File: src/rtl/detect_mon_pkg.sv
// Shared types and default parameters for the detect-event monitor slice.
// Imported by the interface, the stretcher and the top.
package detect_mon_pkg;

   typedef enum logic {
      ST_IDLE = 1'b0,
      ST_HOLD = 1'b1
   } stretch_state_e;

   localparam int DEF_CNT_W   = 7;
   localparam int DEF_STRETCH = 4;
   localparam int DEF_WINDOW  = 256;

endpackage : detect_mon_pkg

File: src/rtl/detect_event_monitor_if.sv
// Event-strobe/result bundle between the sequence detector side and the monitor.
// The master drives detect_in/clear; the slave (the monitor) returns the results.
interface detect_event_monitor_if
   import detect_mon_pkg::*;
#(
   parameter int CNT_W = DEF_CNT_W
);

   logic             detect_in;
   logic             clear;
   logic [CNT_W-1:0] count_o;
   logic             overflow_o;
   logic             led_o;
   logic [CNT_W-1:0] rate_o;
   logic             rate_valid_o;

   modport master (
      output detect_in,
      output clear,
      input  count_o,
      input  overflow_o,
      input  led_o,
      input  rate_o,
      input  rate_valid_o
   );

   modport slave (
      input  detect_in,
      input  clear,
      output count_o,
      output overflow_o,
      output led_o,
      output rate_o,
      output rate_valid_o
   );

endinterface : detect_event_monitor_if

File: src/rtl/pulse_stretcher.sv
// IDLE/HOLD stretcher: each detect holds led_o high for STRETCH cycles,
// and a detect during HOLD restarts the hold period.
module pulse_stretcher
   import detect_mon_pkg::*;
#(
   parameter int STRETCH = DEF_STRETCH
) (
   input  logic clk,
   input  logic rst,
   input  logic detect_i,
   output logic led_o
);

   localparam int                HOLD_W = (STRETCH > 1) ? $clog2(STRETCH) : 1;
   localparam logic [HOLD_W-1:0] RELOAD = HOLD_W'(STRETCH - 1);

   stretch_state_e    state_q, state_d;
   logic [HOLD_W-1:0] hold_cnt_q, hold_cnt_d;

   // NOTE: state registers take non-blocking assignments only, so every flop
   // samples the pre-edge values of its neighbours regardless of block order.
   always_ff @(posedge clk or posedge rst) begin
      if (rst) begin
         state_q    <= ST_IDLE;
         hold_cnt_q <= '0;
      end else begin
         state_q    <= state_d;
         hold_cnt_q <= hold_cnt_d;
      end
   end

   // NOTE: defaults are assigned before the case so no path leaves a
   // variable unassigned, which would otherwise infer a latch.
   always_comb begin
      state_d    = state_q;
      hold_cnt_d = hold_cnt_q;
      unique case (state_q)
         ST_IDLE: begin
            if (detect_i) begin
               state_d    = ST_HOLD;
               hold_cnt_d = RELOAD;
            end
         end
         ST_HOLD: begin
            if (detect_i) begin
               hold_cnt_d = RELOAD;
            end else if (hold_cnt_q == '0) begin
               state_d = ST_IDLE;
            end else begin
               hold_cnt_d = hold_cnt_q - 1'b1;
            end
         end
         default: begin
            state_d    = ST_IDLE;
            hold_cnt_d = '0;
         end
      endcase
   end

   assign led_o = (state_q == ST_HOLD);

endmodule : pulse_stretcher

File: src/rtl/detect_event_monitor.sv
// Counts detector events (saturating, sticky overflow), stretches them for an
// LED and reports the event count of each fixed-length time window.
module detect_event_monitor
   import detect_mon_pkg::*;
#(
   parameter int CNT_W   = DEF_CNT_W,
   parameter int STRETCH = DEF_STRETCH,
   parameter int WINDOW  = DEF_WINDOW
) (
   input logic                   clk,
   input logic                   rst,
   detect_event_monitor_if.slave bus
);

   localparam int                 TIMER_W    = $clog2(WINDOW);
   localparam logic [TIMER_W-1:0] TIMER_LAST = TIMER_W'(WINDOW - 1);
   localparam logic [CNT_W-1:0]   CNT_MAX    = '1;

   logic [CNT_W-1:0]   count_q, count_d;
   logic               overflow_q, overflow_d;
   logic [TIMER_W-1:0] timer_q, timer_d;
   logic [CNT_W-1:0]   win_cnt_q, win_cnt_d;
   logic [CNT_W-1:0]   rate_q, rate_d;
   logic               rate_valid_q, rate_valid_d;
   logic [CNT_W-1:0]   win_sum;
   logic               win_end;
   logic               led;

   always_ff @(posedge clk or posedge rst) begin
      if (rst) begin
         count_q      <= '0;
         overflow_q   <= 1'b0;
         timer_q      <= '0;
         win_cnt_q    <= '0;
         rate_q       <= '0;
         rate_valid_q <= 1'b0;
      end else begin
         count_q      <= count_d;
         overflow_q   <= overflow_d;
         timer_q      <= timer_d;
         win_cnt_q    <= win_cnt_d;
         rate_q       <= rate_d;
         rate_valid_q <= rate_valid_d;
      end
   end

   assign win_end = (timer_q == TIMER_LAST);
   // A detect on the closing cycle still belongs to the closing window.
   assign win_sum = (bus.detect_in && (win_cnt_q != CNT_MAX)) ? win_cnt_q + 1'b1 : win_cnt_q;

   always_comb begin
      count_d      = count_q;
      overflow_d   = overflow_q;
      timer_d      = win_end ? '0 : timer_q + 1'b1;
      win_cnt_d    = win_sum;
      rate_d       = rate_q;
      rate_valid_d = 1'b0;

      if (bus.clear) begin
         count_d    = '0;
         overflow_d = 1'b0;
         timer_d    = '0;
         win_cnt_d  = '0;
         rate_d     = '0;
      end else begin
         if (bus.detect_in) begin
            if (count_q == CNT_MAX) begin
               overflow_d = 1'b1;
            end else begin
               count_d = count_q + 1'b1;
            end
         end
         if (win_end) begin
            rate_d       = win_sum;
            win_cnt_d    = '0;
            rate_valid_d = 1'b1;
         end
      end
   end

   // The stretcher ignores clear: a clear+detect cycle still lights the LED.
   pulse_stretcher #(
      .STRETCH (STRETCH)
   ) u_stretcher (
      .clk      (clk),
      .rst      (rst),
      .detect_i (bus.detect_in),
      .led_o    (led)
   );

   assign bus.count_o      = count_q;
   assign bus.overflow_o   = overflow_q;
   assign bus.led_o        = led;
   assign bus.rate_o       = rate_q;
   assign bus.rate_valid_o = rate_valid_q;

endmodule : detect_event_monitor

File: src/flat_wrapper.sv
// flat-port wrapper written by rule: the top's interface ports become plain ports
module detect_event_monitor_flat import detect_mon_pkg::*;
#(
   parameter int CNT_W   = DEF_CNT_W,
   parameter int STRETCH = DEF_STRETCH,
   parameter int WINDOW  = DEF_WINDOW
)
  (clk, rst, bus_detect_in, bus_clear, bus_count_o, bus_overflow_o, bus_led_o, bus_rate_o, bus_rate_valid_o);
  detect_event_monitor_if #(.CNT_W(CNT_W)) bus_i ();
  input logic clk;
  input logic rst;
  input wire logic [$bits(bus_i.detect_in)-1:0] bus_detect_in;
  input wire logic [$bits(bus_i.clear)-1:0] bus_clear;
  output wire logic [$bits(bus_i.count_o)-1:0] bus_count_o;
  output wire logic [$bits(bus_i.overflow_o)-1:0] bus_overflow_o;
  output wire logic [$bits(bus_i.led_o)-1:0] bus_led_o;
  output wire logic [$bits(bus_i.rate_o)-1:0] bus_rate_o;
  output wire logic [$bits(bus_i.rate_valid_o)-1:0] bus_rate_valid_o;
  assign bus_i.detect_in = bus_detect_in;
  assign bus_i.clear = bus_clear;
  assign bus_count_o = bus_i.count_o;
  assign bus_overflow_o = bus_i.overflow_o;
  assign bus_led_o = bus_i.led_o;
  assign bus_rate_o = bus_i.rate_o;
  assign bus_rate_valid_o = bus_i.rate_valid_o;
  detect_event_monitor #(.CNT_W(CNT_W), .STRETCH(STRETCH), .WINDOW(WINDOW)) u_core (.clk(clk), .rst(rst), .bus(bus_i));
endmodule
File: config.mk
export PLATFORM = sky130hd
export DESIGN_NAME = detect_event_monitor_flat
export DESIGN_NICKNAME = d
export VERILOG_FILES = /design/src/rtl/detect_mon_pkg.sv /design/src/rtl/detect_event_monitor_if.sv /design/src/rtl/pulse_stretcher.sv /design/src/rtl/detect_event_monitor.sv /design/src/flat_wrapper.sv
export SDC_FILE = /design/constraint.sdc
export NUM_CORES = 1
export LEC_CHECK = 0
export CAP_MARGIN = 20
export CORE_ASPECT_RATIO = 0.9
export CORE_MARGIN = 2
export CORE_UTILIZATION = 30
export DETAILED_ROUTE_END_ITERATION = 10
export PLACE_DENSITY = 0.46
export SLEW_MARGIN = 30
export SYNTH_ARGS = -nofsm -noshare
export SYNTH_HDL_FRONTEND = slang
export SYNTH_HIERARCHICAL = 1
export SYNTH_SLANG_ARGS = --single-unit
File: constraint.sdc
create_clock -name clk -period 2.5 [get_ports clk]
set_clock_uncertainty 0.05 [all_clocks]
set_input_delay 0.75 -clock clk [delete_from_list [all_inputs] [get_ports clk]]
set_output_delay 0.75 -clock clk [all_outputs]
set_load 0.02 [all_outputs]
# [Yosys cells after proc, flatten, opt, wreduce, memory -nomap -nowiden]
# Index checks and enable logic that the tools add are counted.
[classes] n_addsub=4 eq_ne=6 muxes=23 bitwise_logic=1 n_reduce_logical=8
[op_table] op="$mux W7" count=8
[op_table] op="$mux W8" count=2
[op_table] op="$add A7 B1 Y7 const B" count=2
[op_table] op="$add A8 B1 Y8 const B" count=1
[op_table] op="$eq A8 B8 Y1 const B" count=1
[op_table] op="$mux W1" count=8
[op_table] op="$eq A7 B7 Y1 const B" count=1
[op_table] op="$ne A7 B7 Y1 const B" count=1
[op_table] op="$mux W2" count=3
[op_table] op="$reduce_and A2 Y1" count=3
[op_table] op="$reduce_bool A2 Y1" count=3
[op_table] op="$ne A2 B2 Y1 const B" count=2
[op_table] op="$pmux W2 S2" count=1
[op_table] op="$ne A3 B3 Y1 const B" count=1
[op_table] op="$logic_not A2 Y1" count=1
[op_table] op="$pmux W1 S2" count=1
[op_table] op="$sub A2 B1 Y2 const B" count=1
[op_table] op="$logic_and A1 B1 Y1" count=1
[op_table] op="$not A1 Y1" count=1
[totals] register_bits=34 in_bits=4 output_inout_bits=17 elab_cells=50

# [Depth between registers and ports, before layout]
[logic_depth] depth_word=5 depth_mapped=6 mapped_depth_nobuf=5

# [Modules after synthesis]
# The synthesis kept the hierarchy.
[modules_own_cells] module="detect_event_monitor" n_inst=1 cells_per_inst=133 area_each_um2=1413.9 seq_area_each_um2=775.7
[modules_own_cells] module="pulse_stretcher" n_inst=1 cells_per_inst=15 area_each_um2=156.4 seq_area_each_um2=75.1

# [Worst setup path before layout]
# OpenSTA, ideal clock, no wires.
[synth_timing] path_type="input to register" startpoint="in bus_detect_in" endpoint="reg u_core.count_q[5] (netlist: u_core/bus.count_o[5])" setup_ns=0.078 t_arrival_ns=1.620 t_required_ns=2.372 path_slack_ns=0.752 cell_stages=4 path_buffers=1 path_cell_list="buf_2 -> o31ai_4 -> or4_1 -> a21oi_1"
[synth_via] elab_chain_cells=2
[synth_rtl] element="from (decl)" line="flat_wrapper.sv:12" rtl="input wire logic [$bits(bus_i.detect_in)-1:0] bus_detect_in;"
[synth_rtl] element="$reduce_bool A2 Y1 (no source line)"
[synth_rtl] element="$reduce_and A2 Y1 (no source line)"
[synth_rtl] element="to (signal assigned)" line="detect_event_monitor.sv:38" rtl="count_q <= count_d;"
[synth_rtl] element="to (decl)" line="detect_event_monitor.sv:19" rtl="logic [CNT_W-1:0] count_q, count_d;"
# No other way between the ends.
# A chain may end at the register's enable or synchronous reset.

# [Final worst setup path]
[layout_timing] startpoint="reg u_core.count_q[2] (netlist: u_core/bus.count_o[2])" endpoint="out bus_count_o[2]"
[layout_lines] element="to (decl)" line="flat_wrapper.sv:14" rtl="output wire logic [$bits(bus_i.count_o)-1:0] bus_count_o;"
# No word-level cell between the ends.

==> flow_summary.ini <==
[outcome]
status = complete, no violations

[logic_synthesis]
ys_async_sr_fraction_pct = 100
ys_seq_area_share_pct = 54.2
yosysWarnings = 6
synth_edf_count = 0
yosysTopAreaCell = dfrtp_1
synth_area_mm2 = 0.00157
syn_area_per_cell_um2 = 10.6
ys_seq_elements = 34
synthDistinctLibCells = 35
netlist_instances = 148
synth_ff_type = dfrtp_1
ys_top_cells_by_area = dfrtp_1 54%, nor2_1 6.2%, xor2_1 3.9%
synth_top_area_share_pct = 54.2
syn-num-nets = 156

[global_route]
grt-ovfl-total = 0
track_usage_pct = 12.4
grt_max_degree = 32
grt_pass1_vias = 1190
grt_first_pass_wirelength_um = 5490
antenna_found_initial = 0

[finish]
diodes = 0
fillers = 510
syn_to_final_growth_pct = 22.9
final_core_util_pct = 38.9
layout.nets = 181
drive_gt1_share_pct = 8.05

[worst_setup_path]
cpPeakStageDelay_ns = 0.64
timing.rr.start = u_core/win_cnt_q[0]$_DFF_PP0_
critPathKind = reg -> out
endpoint_kind = output port
cpMaxStageDelayCell = clkdlybuf4s50_1
worstPathMaxFanout = 6
startpoint = u_core/bus.count_o[2]$_DFFE_PP0P_
critPathArrivalTime_ns = 1.36
required_ns = 1.70
start_kind = register
crit_chain = clkdlybuf4s50_1
path_buf_inv = 1
critPathTopFamily = buffers and inverters

[cts]
clk-insertion-delay-late_ns = 0.29
cts_buffers = 5
postCtsSetupRepairBufs = 0
cts_resized = 0
clockBufferDepth = 2
root_buffer = clkbuf_8
cts_max_level = 2
clk_pin_slew_ns = 0.07
cts_tree = done
clock-sinks = 34
ctsHoldBuffers = 0

[pwr]
power_mw = 1.15
leakage_nw = 0.838
p_seq_share_pct = 52.6
power_density_mw_per_mm2 = 595
internal_power_mw = 0.854
p_switching_mw = 0.293
ir_drop_mv = 0.237
clkPwrFrac_pct = 36.2
sw_frac_of_total_pct = 25.5
pwr-share-comb_pct = 11.2

[floorplan]
rows = 24
die_h_um = 72.6
core-area_mm2 = 0.00495
ioPinCount = 21
floorplan.initialDensity_pct = 31.7
fp.dieW_um = 80.3
dieArea_mm2 = 0.00583

[timing]
min_period_over_period_pct = 86.3
fmax_ghz = 0.464
tns_ns = 0
finalSetupViolCount = 0
max-slew-margin-rel_pct = 57.7
slew_violations = 0
max_slew.worst_pin.slew_ns = 0.633
period_needed_ns = 2.16
rsz0062_at_grt = no
hold_viol = 0

[detailed_routing]
drtIter0Drc = 82
wirelength_um = 3140
vias = 1154
drcViolationCount = 0
drtAntennaViolNets = 0
routedWlPerCell_um = 13.1
via_per_inst = 4.83
drt-pass1-iter-count = 4

[min_path]
hold_path.class = reg -> reg
hold_start = u_core/bus.rate_o[0]$_DFFE_PP0P_

[job]
cap_violations = 0

[placement]
gp_congestion = 0.754
dp_hpwl_um = 2200
numPortBuffers = 20
[metal layers]
layer  GRT usage (%)  wire length, um  part of all wire, %  up-vias
li1                -                -                    -      568
met1            16.7             1600                   51      565
met2            18.2             1370                   44       14
met3            3.84              114                  3.6        7
met4            5.84               53                  1.7        0
met5               0                0                    0        -
[sequential cells by signal, summed over array words and instances (netlist names)]
signal                         cells
u_core/u_stretcher/led_o           1
u_core/timer_q                     8
u_core/win_cnt_q                   7
u_core/bus.count_o                 7
u_core/u_stretcher/hold_cnt_q      2
u_core/bus.rate_valid_o            1
u_core/bus.overflow_o              1
u_core/bus.rate_o                  7
[power by group through the flow]
stage	Combinational, mW	Clock, mW	Sequential, mW
after floorplan	0.0816	0	0.612
after global placement	0.124	0	0.610
after detailed placement	0.130	0	0.612
after CTS	0.131	0.436	0.602
after global routing	0.151	0.461	0.607
final	0.129	0.415	0.603
[cells in the final DEF, fill, tap and decap left out]
cell	instances
nor2b_1	1
ha_1	4
o21ai_0	5
o2111ai_1	1
buf_4	3
clkbuf_8	6
xor2_1	7
a41oi_1	1
xnor2_1	1
o31ai_1	1
nand2b_1	2
a22o_1	1
nand3_2	1
dfrtp_1	34
and2_1	3
clkinv_2	2
and4_1	3
nor2_1	26
and4bb_1	2
nand2_1	8
clkbuf_1	1
mux2i_1	3
nand3_1	9
o2bb2ai_1	6
or2b_1	1
or2_1	1
or4_1	1
o31ai_4	1
nand2b_2	1
a21oi_1	7
o211ai_1	2
clkdlybuf4s50_1	20
nand4_1	2
or3_1	1
inv_1	5
and3_1	1
[synthesized netlist by cell type (2+ instances only)]
| cell type | count |
|---|---|
| mux2i_1 | 3 |
| and4bb_1 | 2 |
| nand2b_1 | 2 |
| nor2_1 | 26 |
| o21ai_0 | 5 |
| buf_2 | 2 |
| dfrtp_1 | 34 |
| nand4_1 | 2 |
| ha_1 | 4 |
| inv_1 | 5 |
| and2_1 | 3 |
| nand2_1 | 8 |
| o211ai_1 | 2 |
| nand3_1 | 9 |
| buf_6 | 2 |
| xor2_1 | 7 |
| a21oi_1 | 7 |
| o2bb2ai_1 | 6 |
| and4_1 | 3 |
[per-stage QoR]
step,hold WS (ns),worst slack (ns),instances,area (um^2)
global placement,0.422,0.312,231,1840
detailed placement,0.427,0.261,231,1840
finish,0.440,0.344,239,1930
floorplan,0.425,0.752,148,1570
global route,0.459,0.276,239,1930
CTS,0.448,0.316,239,1930
[path summary, 6_finish.rpt]
kind	endpoint	slack [ns]	cells after the start
min in group asynchronous	u_core/u_stretcher/hold_cnt_q[0]$_DFFE_PP0P_	0.60	2
min reg2reg	u_core/bus.rate_o[0]$_DFFE_PP0P_	0.44	1
max	bus_count_o[2]	0.34	1
max reg2reg	u_core/bus.rate_o[1]$_DFFE_PP0P_	0.73	5
max in group asynchronous	u_core/timer_q[7]$_DFF_PP0_	1.28	3
min	u_core/bus.rate_o[0]$_DFFE_PP0P_	0.44	1
[cell families after synthesis]
group,share of synthesized area [%]
flops,54.2
buf+inv,3.82
simple gates,20.8
mux,1.91
xor+xnor,4.46
fa+ha+maj,3.19
compound gates,11.6
[final cells by class]
cell class | instances | area (um^2) | area share [%]
multi-input cells | 103 | 659 | 34.2
clock inverters | 1 | 5.00 | 0.259
clock buffers | 7 | 86.3 | 4.47
repair buffers | 23 | 223 | 11.5
well taps | 65 | 81.3 | 4.22
inverters | 6 | 23.8 | 1.23
flip-flops and latches | 34 | 851 | 44.1
No activity file was read; power rests on OpenSTA's default activity.
==> edit 1, RTL diff (config.mk and constraints unchanged) <==
Change the package constant `DEF_WINDOW` from 256 to 512.
--- a/src/rtl/detect_mon_pkg.sv
+++ b/src/rtl/detect_mon_pkg.sv
@@ -10,5 +10,5 @@
    localparam int DEF_CNT_W   = 7;
    localparam int DEF_STRETCH = 4;
-   localparam int DEF_WINDOW  = 256;
+   localparam int DEF_WINDOW  = 512;
 
 endpackage : detect_mon_pkg
Behaviour: no difference found for any inputs over 10 cycles, from zero or initial values and one cycle with rst high; that may be too few to reach the edited logic, so the function may still have changed.
==> edit 1 against the original RTL <==
- final area grew 5.2%
- wire length increased by 7.5%
- total power grew 3.1%
- combinational power barely moved
- clock power rose by 5.8%
- worst setup slack worse by 0.012 ns
- sequential cell count grew 1
- critical path depth unchanged
- synthesized area up 4.2%
- cell count rose by 6.3%
- synthesized cell count up 8.1%
==> edit 1: results (changes against the original RTL) <==
CP max FO 7 (+1); synth top area cells dfrtp_1 54%, nor2_1 6.4%, ha_1 3.8%; fillers 518 (+1.6%); Post-Route WL 3371 microns (+7.5%); Plain + repair buffers 24 (+4.3%); WL met1 1592 microns (-0.44%); GRT Total Usage 12.63% (+0.25 points); Detailed Place HPWL 2343 microns (+6.7%); layout cell share with drive strength beyond 1 10.70% (+2.6 points); outcome finished, final reports clean; Yosys reg bits 35 (+2.9%); Largest register FFs 9 (+1); Final Util 38.62% (-0.32 points); Final clock-cell share 4.932% (+0.20 points); gpl congestion 0.7715 (+2.3%); Non-clock inverters 5 (-1); Signal buf overhead 11.34% (-0.20 points); Starting DRT DRC Count 66 (-20%); mapped cell area 1637 sq um (+4.2%); library cells used by synthesis 36 (+2.9%); worst hold slack 0.4110 ns (-0.02896 ns); part of the power in the clock network 37.2% (+1.0 points); first-pass GRT wire length 5678 microns (+3.4%); total length of routed met3 wires 154 microns (+35%); met3 Usage GRT 3.762% (-0.074 points); sequential cell area 875.8 sq um (+2.9%); WL met2 1584 microns (+16%); Post-synth top cells 35 x dfrtp_1, 28 x nor2_1, 12 x a21oi_1; clkbuf count 8 (+1); power density cells 582.6 nW/um^2 (-2.0%); worst vdd ir 0.2365 mV (-0.26%); Tightest Pin Transition 0.4061 ns (-0.2268 ns); Seq/Total Area, Yosys 53.52% (-0.67 points); largest net degree at the start of global routing 33 (+3.1%); leakage power 0.8892 nW (+6.1%); multi-input gate share of total cell area 35.51% (+1.3 points); syn_nets 169 (+8.3%); Vias 1212 (+5.0%); flop2flop setup slack 0.64 ns (-0.09 ns)
edit 1: kinds of logic (layout without fill, tap and decap cells):
kind of cell    Yosys count  count (layout)  synth area share (%)
buf+inv                  10              37                 2.447
compound gates           29              29                 11.47
mux                       2               2                 1.223
xor+xnor                  8               8                 4.282
fa+ha+maj                 5               5                 3.823
flops                    35              35                 53.52
simple gates             71              71                 23.24
edit 1: final timing paths:
path | startpoint | to | depth (start not counted)
max | u_core/bus.count_o[2] | bus_count_o[2] | 1
min | u_core/timer_q[0] | u_core/timer_q[0] | 1
max reg2reg | u_core/timer_q[0] | u_core/win_cnt_q[2] | 6
min reg2reg | u_core/timer_q[0] | u_core/timer_q[0] | 1
max in group asynchronous | rst | u_core/timer_q[8] | 3
min in group asynchronous | rst | u_core/u_stretcher/hold_cnt_q[1] | 2
edit 1: stage by stage:
step	worst slack (ns)	cells
global route	0.2881	254
finish	0.3312	254
global placement	0.3987	246
CTS	0.3156	254
detailed placement	0.3960	246
floorplan	0.7969	160
==> edit 2, RTL diff (same settings) <==
Without the edit above. Make the reset (`rst`) synchronous in 2 clocked blocks.
--- a/src/rtl/pulse_stretcher.sv
+++ b/src/rtl/pulse_stretcher.sv
@@ -20,5 +20,5 @@
    // NOTE: state registers take non-blocking assignments only, so every flop
    // samples the pre-edge values of its neighbours regardless of block order.
-   always_ff @(posedge clk or posedge rst) begin
+   always_ff @(posedge clk) begin
       if (rst) begin
          state_q    <= ST_IDLE;
--- a/src/rtl/detect_event_monitor.sv
+++ b/src/rtl/detect_event_monitor.sv
@@ -27,5 +27,5 @@
    logic               led;
 
-   always_ff @(posedge clk or posedge rst) begin
+   always_ff @(posedge clk) begin
       if (rst) begin
          count_q      <= '0;
Behaviour: differs if rst is asserted again (counterexample within 4 cycles, from zero or initial values and one cycle with rst high); with rst held inactive, the same outputs for 10 cycles.
==> edit 2 against the original RTL <==
- final area shrank 7.8%
- via count shrank 6.4%
- cell count shrank 3.3%
- wire length shrank 11%
- worst setup slack lost 0.048 ns
- synthesized area shrank 12%
- hold slack lost 0.035 ns
- non-clock buffer count grew 1
- sequential cell count is the same
Power is not compared: it rests on default switching activity, and its combinational part moved more than twofold at a synthesized area within 25%.
==> edit 2: results (changes against the original RTL) <==
gpl congestion 0.8071 (+7.0%); Detailed Place HPWL 1992 microns (-9.3%); largest net degree at the start of global routing 13 (-59%); final setup margin 0.2952 ns (-0.04837 ns); slew margin rel. 77.44% (+20 points); post-synthesis xor/xnor area fraction 5.686% (+1.2 points); vias in the first global route 1080 (-9.2%); Gate Count Post-Synth 141 (-4.7%); arrival time worst endpoint 1.40 ns (+0.04 ns); number of antenna violations at the first check in global routing 0 (unchanged); Compound-Gate Fraction of Synth Area 15.07% (+3.4 points); slowest CP cell clkdlybuf4s50_1; Routed WL per cell 12.09 microns (-7.9%); Inst Count DP 223 (-3.5%); Largest Register u_core/timer_q; flop2flop setup slack 0.93 ns (+0.20 ns); asr flop ratio synth 0% (-100 points); syn_nets 149 (-4.5%); r2r endpoint u_core/bus.count_o[2]; CP max stage delay 0.66 ns (+0.02 ns); TritonCTS buffer count 5 (unchanged); mux cell area share after synthesis 2.888% (+0.98 points); Post-Place Cell Area 1668 sq um (-9.3%); post-layout net count 176 (-2.8%); fillers 450 (-12%); layout cell share with drive strength beyond 1 10.65% (+2.6 points); Sw Ratio 20.98%; input/output buffers 20 (unchanged); Post-synth top cells 34 x dfxtp_1, 24 x nor2_1, 6 x inv_1, 6 x nand3_1, 6 x o2bb2ai_1; CP endpoint bus_count_o[2]; library cells used by synthesis 38 (+8.6%); Finished Layout Cells 231 (-3.3%); Largest register FFs 8 (unchanged); Top FF cell, synth dfxtp_1; clk buf depth 2 (unchanged); outcome finished, final reports clean; Logic pwr share 5.2%; synth top area cells dfxtp_1 49%, nor2_1 6.5%, o2bb2ai_1 3.8%; Starting DRT DRC Count 28 (-66%); DP Worst Slack 0.1682 ns (-0.09318 ns); CP max FO 8 (+2); Synthesis Warnings 6 (unchanged); Seq/Total Area, Yosys 49.10% (-5.1 points); Slew Viols, Final 0 (unchanged); Vias/cell 4.675 (-3.2%); reg-to-reg startpoint u_core/bus.count_o[0]; first-pass GRT wire length 4947 microns (-9.9%); adder-cell share of the synthesized area 3.610% (+0.42 points); GRT Total Usage 12.90% (+0.52 points); Critical path origin u_core/bus.count_o[2]
edit 2: cell types whose count changed in the layout (fill, tap and decap cells not counted), sizes merged, moves of 4 or more:
cell / before / now
dfrtp: 34 / 0
dfxtp: 0 / 34
nand2: 8 / 3
a211oi: 0 / 4
nand3: 10 / 6
edit 2: layer usage:
metal | global-route usage (%) | part of all wire [%] | vias to the layer above
met5 | 0 | 0 | -
li1 | - | - | 556
met3 | 4.360 | 3.6 | 5
met2 | 19.89 | 45 | 22
met4 | 6.360 | 1.5 | 0
met1 | 16.09 | 50 | 497
edit 2: worst reg2reg max path: cells and delay by family (launching register included):
kind / cells / cell delay (ns)
AO/OA/AOI/OAI: 2 / 0.44
adder cells (fa/ha/maj): 1 / 0.27
buffers and inverters: 1 / 0.03
flip-flops: 1 / 0.41
AND/OR/NAND/NOR: 1 / 0.28
edit 2: final cells by class:
type | count | area (sq um) | share of cell area (%)
inverter | 7 | 26.28 | 1.478
sequential | 34 | 680.7 | 38.28
timing repair buffer | 24 | 230.2 | 12.95
tap | 62 | 77.57 | 4.363
multi-input combinational | 96 | 653.1 | 36.73
clock buffer | 8 | 110.1 | 6.193
edit 2: worst min path at each step:
stage                   endpoint  cells past startpoint  slack [ns]         startpoint
2_1_floorplan  u_core/timer_q[0]                      1        0.37  u_core/timer_q[0]
3_3_place_gp   u_core/timer_q[0]                      1        0.39  u_core/timer_q[0]
3_5_place_dp   u_core/timer_q[0]                      1        0.40  u_core/timer_q[0]
4_1_cts        u_core/timer_q[0]                      1        0.41  u_core/timer_q[0]
5_1_grt        u_core/timer_q[0]                      1        0.43  u_core/timer_q[0]
6_report       u_core/timer_q[0]                      1        0.40  u_core/timer_q[0]
